===== config.mk =====
export PLATFORM = sky130hd
export DESIGN_NAME = scan_chain_ctrl
export DESIGN_NICKNAME = d
export VERILOG_FILES = /design/src/rtl/scan_chain_pkg.sv /design/src/rtl/shift_tick_gen.sv /design/src/rtl/scan_chain_ctrl.sv
export SDC_FILE = /design/constraint.sdc
export NUM_CORES = 1
export LEC_CHECK = 0
export ABC_AREA = 0
export CAP_MARGIN = 20
export CORE_ASPECT_RATIO = 2
export CORE_MARGIN = 5
export CORE_UTILIZATION = 31
export CTS_CLUSTER_DIAMETER = 80
export DETAILED_ROUTE_END_ITERATION = 12
export GPL_TIMING_DRIVEN = 0
export MAX_ROUTING_LAYER = met4
export PLACE_DENSITY = 0.52
export SYNTH_ARGS = -nofsm -noshare
export SYNTH_HDL_FRONTEND = slang
export SYNTH_SLANG_ARGS = --single-unit

===== constraint.sdc =====
create_clock -name CLK -period 4.51 [get_ports CLK]
set_input_delay 0.451 -clock CLK [delete_from_list [all_inputs] [get_ports CLK]]
set_output_delay 0.451 -clock CLK [all_outputs]
set_load 0.02 [all_outputs]

===== src/rtl/scan_chain_pkg.sv =====
// rtl/scan_chain_pkg.sv - shared types and counter width helper for the scan chain loader
package scan_chain_pkg;

    typedef enum logic [1:0] {
        IDLE   = 2'd0,
        SHIFT  = 2'd1,
        UPDATE = 2'd2
    } state_t;

    // Counter width for a count range of n values; never narrower than one bit.
    function automatic int cnt_width(input int n);
        return (n <= 1) ? 1 : $clog2(n);
    endfunction

endpackage


===== src/rtl/shift_tick_gen.sv =====
// rtl/shift_tick_gen.sv - bit-period divider producing one tick per SHIFT_DIV window
module shift_tick_gen
    import scan_chain_pkg::*;
#(
    parameter int SHIFT_DIV = 1
) (
    input  logic CLK,
    input  logic RST,
    input  logic en,
    output logic tick
);

    localparam int DW = cnt_width(SHIFT_DIV);
    localparam logic [DW-1:0] LAST = DW'(SHIFT_DIV - 1);

    logic [DW-1:0] divcnt;

    // Position within the current bit period; held at zero while disabled so each transfer starts a fresh window.
    always_ff @(posedge CLK) begin
        if (RST || !en) begin
            divcnt <= '0;
        end else if (divcnt == LAST) begin
            divcnt <= '0;
        end else begin
            divcnt <= divcnt + 1'b1;
        end
    end

    assign tick = en && (divcnt == LAST);

endmodule


===== src/rtl/scan_chain_ctrl.sv =====
// rtl/scan_chain_ctrl.sv - loads a config word into a scan chain and captures its previous contents
module scan_chain_ctrl
    import scan_chain_pkg::*;
#(
    parameter int CHAIN_LEN = 8,
    parameter int SHIFT_DIV = 1
) (
    input  logic                 CLK,
    input  logic                 RST,
    input  logic                 cfg_valid,
    output logic                 cfg_ready,
    input  logic [CHAIN_LEN-1:0] cfg_data,
    output logic                 SO,
    output logic                 SE,
    input  logic                 SI,
    output logic                 UPD,
    output logic                 rb_valid,
    output logic [CHAIN_LEN-1:0] rb_data,
    output logic                 busy
);

    localparam int BW = cnt_width(CHAIN_LEN + 1);
    localparam logic [BW-1:0] LAST_BIT = BW'(CHAIN_LEN - 1);

    state_t               state;
    logic [CHAIN_LEN-1:0] sreg;
    logic [CHAIN_LEN-1:0] rbreg;
    logic [CHAIN_LEN-1:0] rb_next;
    logic [BW-1:0]        bitcnt;
    logic                 tick;

    shift_tick_gen #(
        .SHIFT_DIV (SHIFT_DIV)
    ) u_tick (
        .CLK  (CLK),
        .RST  (RST),
        .en   (state == SHIFT),
        .tick (tick)
    );

    // The tail bit seen before each shift edge is the old content of the flop that is leaving the chain.
    assign rb_next = {rbreg[CHAIN_LEN-2:0], SI};

    // Sequencer: accept a word, shift it out MSB-first one bit per period, then strobe the update.
    always_ff @(posedge CLK) begin
        if (RST) begin
            state   <= IDLE;
            sreg    <= '0;
            rbreg   <= '0;
            bitcnt  <= '0;
            rb_data <= '0;
        end else begin
            case (state)
                IDLE: begin
                    if (cfg_valid && cfg_ready) begin
                        sreg   <= cfg_data;
                        bitcnt <= '0;
                        state  <= SHIFT;
                    end
                end
                SHIFT: begin
                    if (tick) begin
                        sreg   <= sreg << 1;
                        rbreg  <= rb_next;
                        bitcnt <= bitcnt + 1'b1;
                        if (bitcnt == LAST_BIT) begin
                            rb_data <= rb_next;
                            state   <= UPDATE;
                        end
                    end
                end
                UPDATE: begin
                    state <= IDLE;
                end
                default: begin
                    state <= IDLE;
                end
            endcase
        end
    end

    assign cfg_ready = (state == IDLE) && !RST;
    assign SO        = (state == SHIFT) ? sreg[CHAIN_LEN-1] : 1'b0;
    assign SE        = (state == SHIFT) && tick;
    assign UPD       = (state == UPDATE);
    assign rb_valid  = (state == UPDATE);
    assign busy      = (state != IDLE);

endmodule


After elaboration in Yosys (flattened, before gate mapping)
Index checks and enable logic that the tools add are counted.
{"block": "totals", "register_bits": 30, "latch_bits": 0, "ramBits": 0, "rom_bits": 0, "in_bits": 12, "memories": 0}
{"block": "op_classes", "n_addsub": 2, "mul": 0, "div_mod_pow": 0, "n_lt_le_gt_ge": 0, "n_eq_ne": 6, "shift": 0, "n_mux": 11, "bitwise": 1, "n_reduce_logical": 15}
{"cell": "8-bit 2-to-1 mux", "n": 2}
{"cell": "8-bit one-hot mux with 2 select lines", "n": 1}
{"cell": "3-bit AND reduction", "n": 3}
{"cell": "4-bit 2-to-1 mux", "n": 2}
{"cell": "4-bit one-hot mux with 2 select lines", "n": 1}
{"cell": "2-bit 2-to-1 mux", "n": 3}
{"cell": "2-bit != test, second input constant", "n": 3}
{"cell": "4-bit by 1-bit adder with 4-bit output, second input constant", "n": 1}
{"cell": "4-bit by 3-bit == test with 1-bit output, second input constant", "n": 1}
{"cell": "1-bit logical AND", "n": 4}
{"cell": "2-bit one-hot mux with 2 select lines", "n": 1}
{"cell": "2-bit nonzero test", "n": 2}
{"cell": "2-bit by 1-bit == test with 1-bit output, second input constant", "n": 1}
{"cell": "2-bit == test, second input constant", "n": 1}
{"cell": "1-bit zero test", "n": 2}
{"cell": "2-bit zero test", "n": 1}
{"cell": "2-bit AND reduction", "n": 1}
{"cell": "2-bit OR reduction", "n": 1}
{"cell": "1-bit adder, second input constant", "n": 1}
{"cell": "1-bit logical OR", "n": 1}
{"cell": "1-bit 2-to-1 mux", "n": 1}
{"cell": "1-bit NOT", "n": 1}

Longest topological paths before layout
{"block": "depth", "depth_word": 5, "ltp_mapped": 7, "mapped_depth_nobuf": 4}

By module
From an unflattened synthesis, not the netlist that was laid out.
{"block": "unflattened", "hier_cells": 146, "hier_area_um2": 1426.4}
{"module": "scan_chain_ctrl", "n_inst": 1, "cells_per_inst": 143, "area_each_um2": 1388.8}
{"module": "shift_tick_gen", "n_inst": 1, "cells_per_inst": 3, "area_each_um2": 37.5}

Least setup slack after synthesis
Ideal clock, no wire load.
{"block": "synth_path", "path_type": "reg-to-output", "from": "register state[0]", "to": "output cfg_ready", "t_arrival_ns": 1.252, "t_required_ns": 4.059, "slack_ns": 2.807, "stages_incl_launch_ff": 6, "n_path_buf": 2, "cell_sequence": "dfxtp_1 -> buf_6 -> buf_2 -> nor2_1 -> inv_1 -> nor2_1"}
{"block": "synth_between", "elab_chain_len": 2}
{"element": "from (decl)", "line": "scan_chain_ctrl.sv:25", "text": "state_t state;"}
{"element": "from (signal assigned)", "line": "scan_chain_ctrl.sv:47", "text": "state <= IDLE;"}
{"element": "from (signal assigned)", "line": "scan_chain_ctrl.sv:58", "text": "state <= SHIFT;"}
{"element": "from (signal assigned)", "line": "scan_chain_ctrl.sv:68", "text": "state <= UPDATE;"}
{"element": "2-bit zero test", "line": "scan_chain_ctrl.sv:82", "text": "assign cfg_ready = (state == IDLE) && !RST;"}
{"element": "1-bit logical AND", "line": "scan_chain_ctrl.sv:82"}
{"element": "to (decl)", "line": "scan_chain_ctrl.sv:11", "text": "output logic cfg_ready,"}
No other way between the ends.

Worst setup path after layout
{"block": "layout_path", "from": "register state[0]", "to": "output SE"}
{"block": "layout_between", "elab_chain_len": 3}
{"element": "2-bit by 1-bit == test with 1-bit output *", "line": "scan_chain_ctrl.sv:37, scan_chain_ctrl.sv:84"}
{"element": "1-bit logical AND", "line": "shift_tick_gen.sv:29", "text": "assign tick = en && (divcnt == LAST);"}
{"element": "1-bit logical AND *", "line": "scan_chain_ctrl.sv:84", "text": "assign SE = (state == SHIFT) && tick;"}
{"element": "to (decl)", "line": "scan_chain_ctrl.sv:14", "text": "output logic SE,"}
Mark *: on every way between the ends. The rest lies on a longest branch, timed or not.

==> results_dict.tcl <==
set metrics [dict create \
    final_common_cell "dfxtp_1" \
    post_cts_buffers 0 \
    post_drt_wl_per_cell_um 14.30 \
    fmax_mhz 394.5 \
    areaGrowthSynthToFinish_pct 28.84 \
    antenna_cells 0 \
    grt_overflow_total 0 \
    swShare_pct 24.82 \
    placed_cells 225 \
    vias 1169 \
    switchingPower_uw 142.5 \
    cts.sinks 30 \
    die_y_um 104.5 \
    synth_top_family_by_area "simple AND/OR/NAND/NOR gates" \
    synth-xor-area-share_pct 0.6329 \
    postSynthAreaPerCell_um2 9.414 \
    layout.cells.non_filler 233 \
    synthMuxAreaShare_pct 6.510 \
    first_pass_iters 4 \
    fp.coreArea_um2 4339 \
    synthAdderAreaFrac_pct 0.9042 \
    grt_pass1_vias 1275 \
    pwr-share-comb_pct 13.0 \
    cts_tree "yes" \
    yosysSeqAreaShare_pct 43.40 \
    powerDensity_nw_per_um2 322.0 \
    synth_edf_count 0 \
    seq_power_share_pct 48.5 \
    endpoint_kind "primary output" \
    crit_path_top_delay_cell "clkdlybuf4s50_1" \
    slew_viol_final 0 \
    place_congestion 0.7513 \
    synth.net_count 160 \
    fp.dieW_um 57.25 \
    grt_usage_pct 12.59 \
    status "complete, no violations" \
    synth_largest_area_cell "dfxtp_1" \
    clock_skew_ps 10.79 \
    wirelength_um 3333 \
    final_nets 191 \
    clk_pin_slew_worst_paths_ps 70 \
    grt_max_degree 11 \
    synthSimpleGateAreaFrac_pct 21.25 \
    fin_setup_tns_ps 0 \
    rsz0062_at_grt "no" \
    clk_latency_ps 280 \
    required_ps 4060 \
    period_minus_slack_ps 2535 \
    yosys.area.top_type_share_pct 43.40 \
    drtIter0Drc 23 \
    hpwl_um 2506 \
    drcViolationCount 0 \
    hold_path_class "reg -> reg" \
    hold_slack_ps 469.3 \
    antenna_left 0 \
    cts_resized 0 \
    p_clk_share_pct 38.6 \
    ys_async_sr_fraction_pct 0 \
    synthCells 147 \
    ys.flop_type "dfxtp_1" \
    ys_ff_latch 30 \
    synth_compound_area_share_pct 18.72 \
    die-area_um2 5981 \
    relSlewSlack_pct 59.08 \
    cp_common_cell "buf_6" \
    hold_violations 0 \
    holdBufCountCts 0 \
    yosys.cell_types.count 34 \
    io_pins 26 \
    cts_max_path_buffers 2 \
    finalSetupViolCount 0 \
    yosys_warnings 0 \
    maxCapViolCount 0 \
    synthTopCellsByArea "dfxtp_1 43%, a211oi_2 7.2%, mux2i_1 6.5%" \
    tightest_slew_ps 613.9 \
    period_share_pct 56.20 \
    ir_drop_uv 163.7 \
    slowest_delay_ps 600 \
    layout_common_cells "30 x dfxtp_1, 24 x clkdlybuf4s50_1, 17 x a21oi_1, 15 x nand2_1" \
    worstPathMaxFanout 10 \
    drive_gt1_share_pct 15.08 \
    start_util_pct 31.89 \
    grt_pass1_wl_um 5733 \
    path_class "reg -> out" \
    critPathLaunchType "register" \
    internal_power_uw 431.6 \
    cts_buffers 5 \
    port_buffers 24 \
    fin_util_pct 41.09 \
    syn_area_um2 1384 \
    cts_root_buf "clkbuf_8" \
    rows 34 \
    crit_chain "buf_6 -> or3b_1 -> buf_6 -> inv_8 -> buf_12 -> clkdlybuf4s50_1" \
    antenna_found_initial 0 \
    htree_levels 2 \
    worstPathArrival_ps 2080 \
    p_leak_nw 0.6191 \
    vias_per_cell 5.017 \
]
## synth_stat cells, types with 3 or more instances
| master | n |
|---|---|
| nor3_1 | 8 |
| nand3_1 | 10 |
| dfxtp_1 | 30 |
| buf_6 | 3 |
| or3b_2 | 3 |
| mux2i_1 | 9 |
| clkbuf_1 | 6 |
| o21ai_0 | 10 |
| a21oi_1 | 17 |
| nand2_1 | 15 |
| a211oi_2 | 8 |
## critical path: cells and delay by family (launching register included)
kind | cells | cell delay [ps]
buffers and inverters | 5 | 1100
flip-flops | 1 | 320
AND/OR/NAND/NOR | 1 | 360
## state kept, by name, summed over array words and instances (netlist names)
| register | flops |
|---|---|
| rbreg | 7 |
| state | 2 |
| u_tick.divcnt | 1 |
| bitcnt | 4 |
| sreg | 8 |
| rb_data | 8 |
## power groups by stage
stage                     clock, mW  combinational [mW]  sequential (mW)
final                         0.221              0.0744            0.278
after global routing          0.245              0.0815            0.279
after CTS                     0.230              0.0757            0.278
after detailed placement          0              0.0753            0.284
after global placement            0              0.0742            0.284
after floorplan                   0              0.0513            0.283
## layer usage
metal / share of wire, % / track usage, % / routed length (um) / vias up
met5: 0 / - / 0 / -
met4: 2.1 / 6.302 / 70 / 0
met3: 4.7 / 4.099 / 157 / 5
met2: 52 / 20.38 / 1744 / 26
met1: 41 / 13.44 / 1361 / 553
li1: - / - / - / 585
## stage by stage
step	power (mW)	setup WS (ps)	area (um^2)
3_3_place_gp	0.3582	2275	1692
5_1_grt	0.6059	1891	1783
2_1_floorplan	0.3342	2807	1384
6_report	0.5741	1975	1783
3_5_place_dp	0.3596	2270	1692
4_1_cts	0.5843	1953	1783
## worst paths after layout
| path | endpoint | startpoint | depth (start not counted) | slack (ps) |
|---|---|---|---|---|
| hold reg to reg | rbreg[1] | rbreg[0] | 2 | 470 |
| hold / removal | rbreg[1] | rbreg[0] | 2 | 470 |
| setup reg to reg | rb_data[2] | bitcnt[0] | 5 | 2910 |
| setup / recovery | SE | state[0] | 6 | 1980 |
## layout make-up
type,count,area (um^2)
fill,456,2556
buffer,14,100.1
clock inverter,1,5.005
sequential,30,600.6
tap,54,67.56
clock buffer,7,86.33
multi-input combinational,101,668.1
timing repair buffer,24,240.2
inverter,2,15.01
## kinds of logic (layout without fill, tap and decap cells)
kind of cell | count (synthesis) | count (layout)
muxes | 9 | 9
buffers and inverters | 16 | 48
and+or+nand+nor | 51 | 51
AOI/OAI and AO/OA | 38 | 38
adders and majority gates | 1 | 1
xor gates and xnor gates | 1 | 1
DFF | 30 | 30
other | 1 | 1
(Power assumes the default switching activity.)
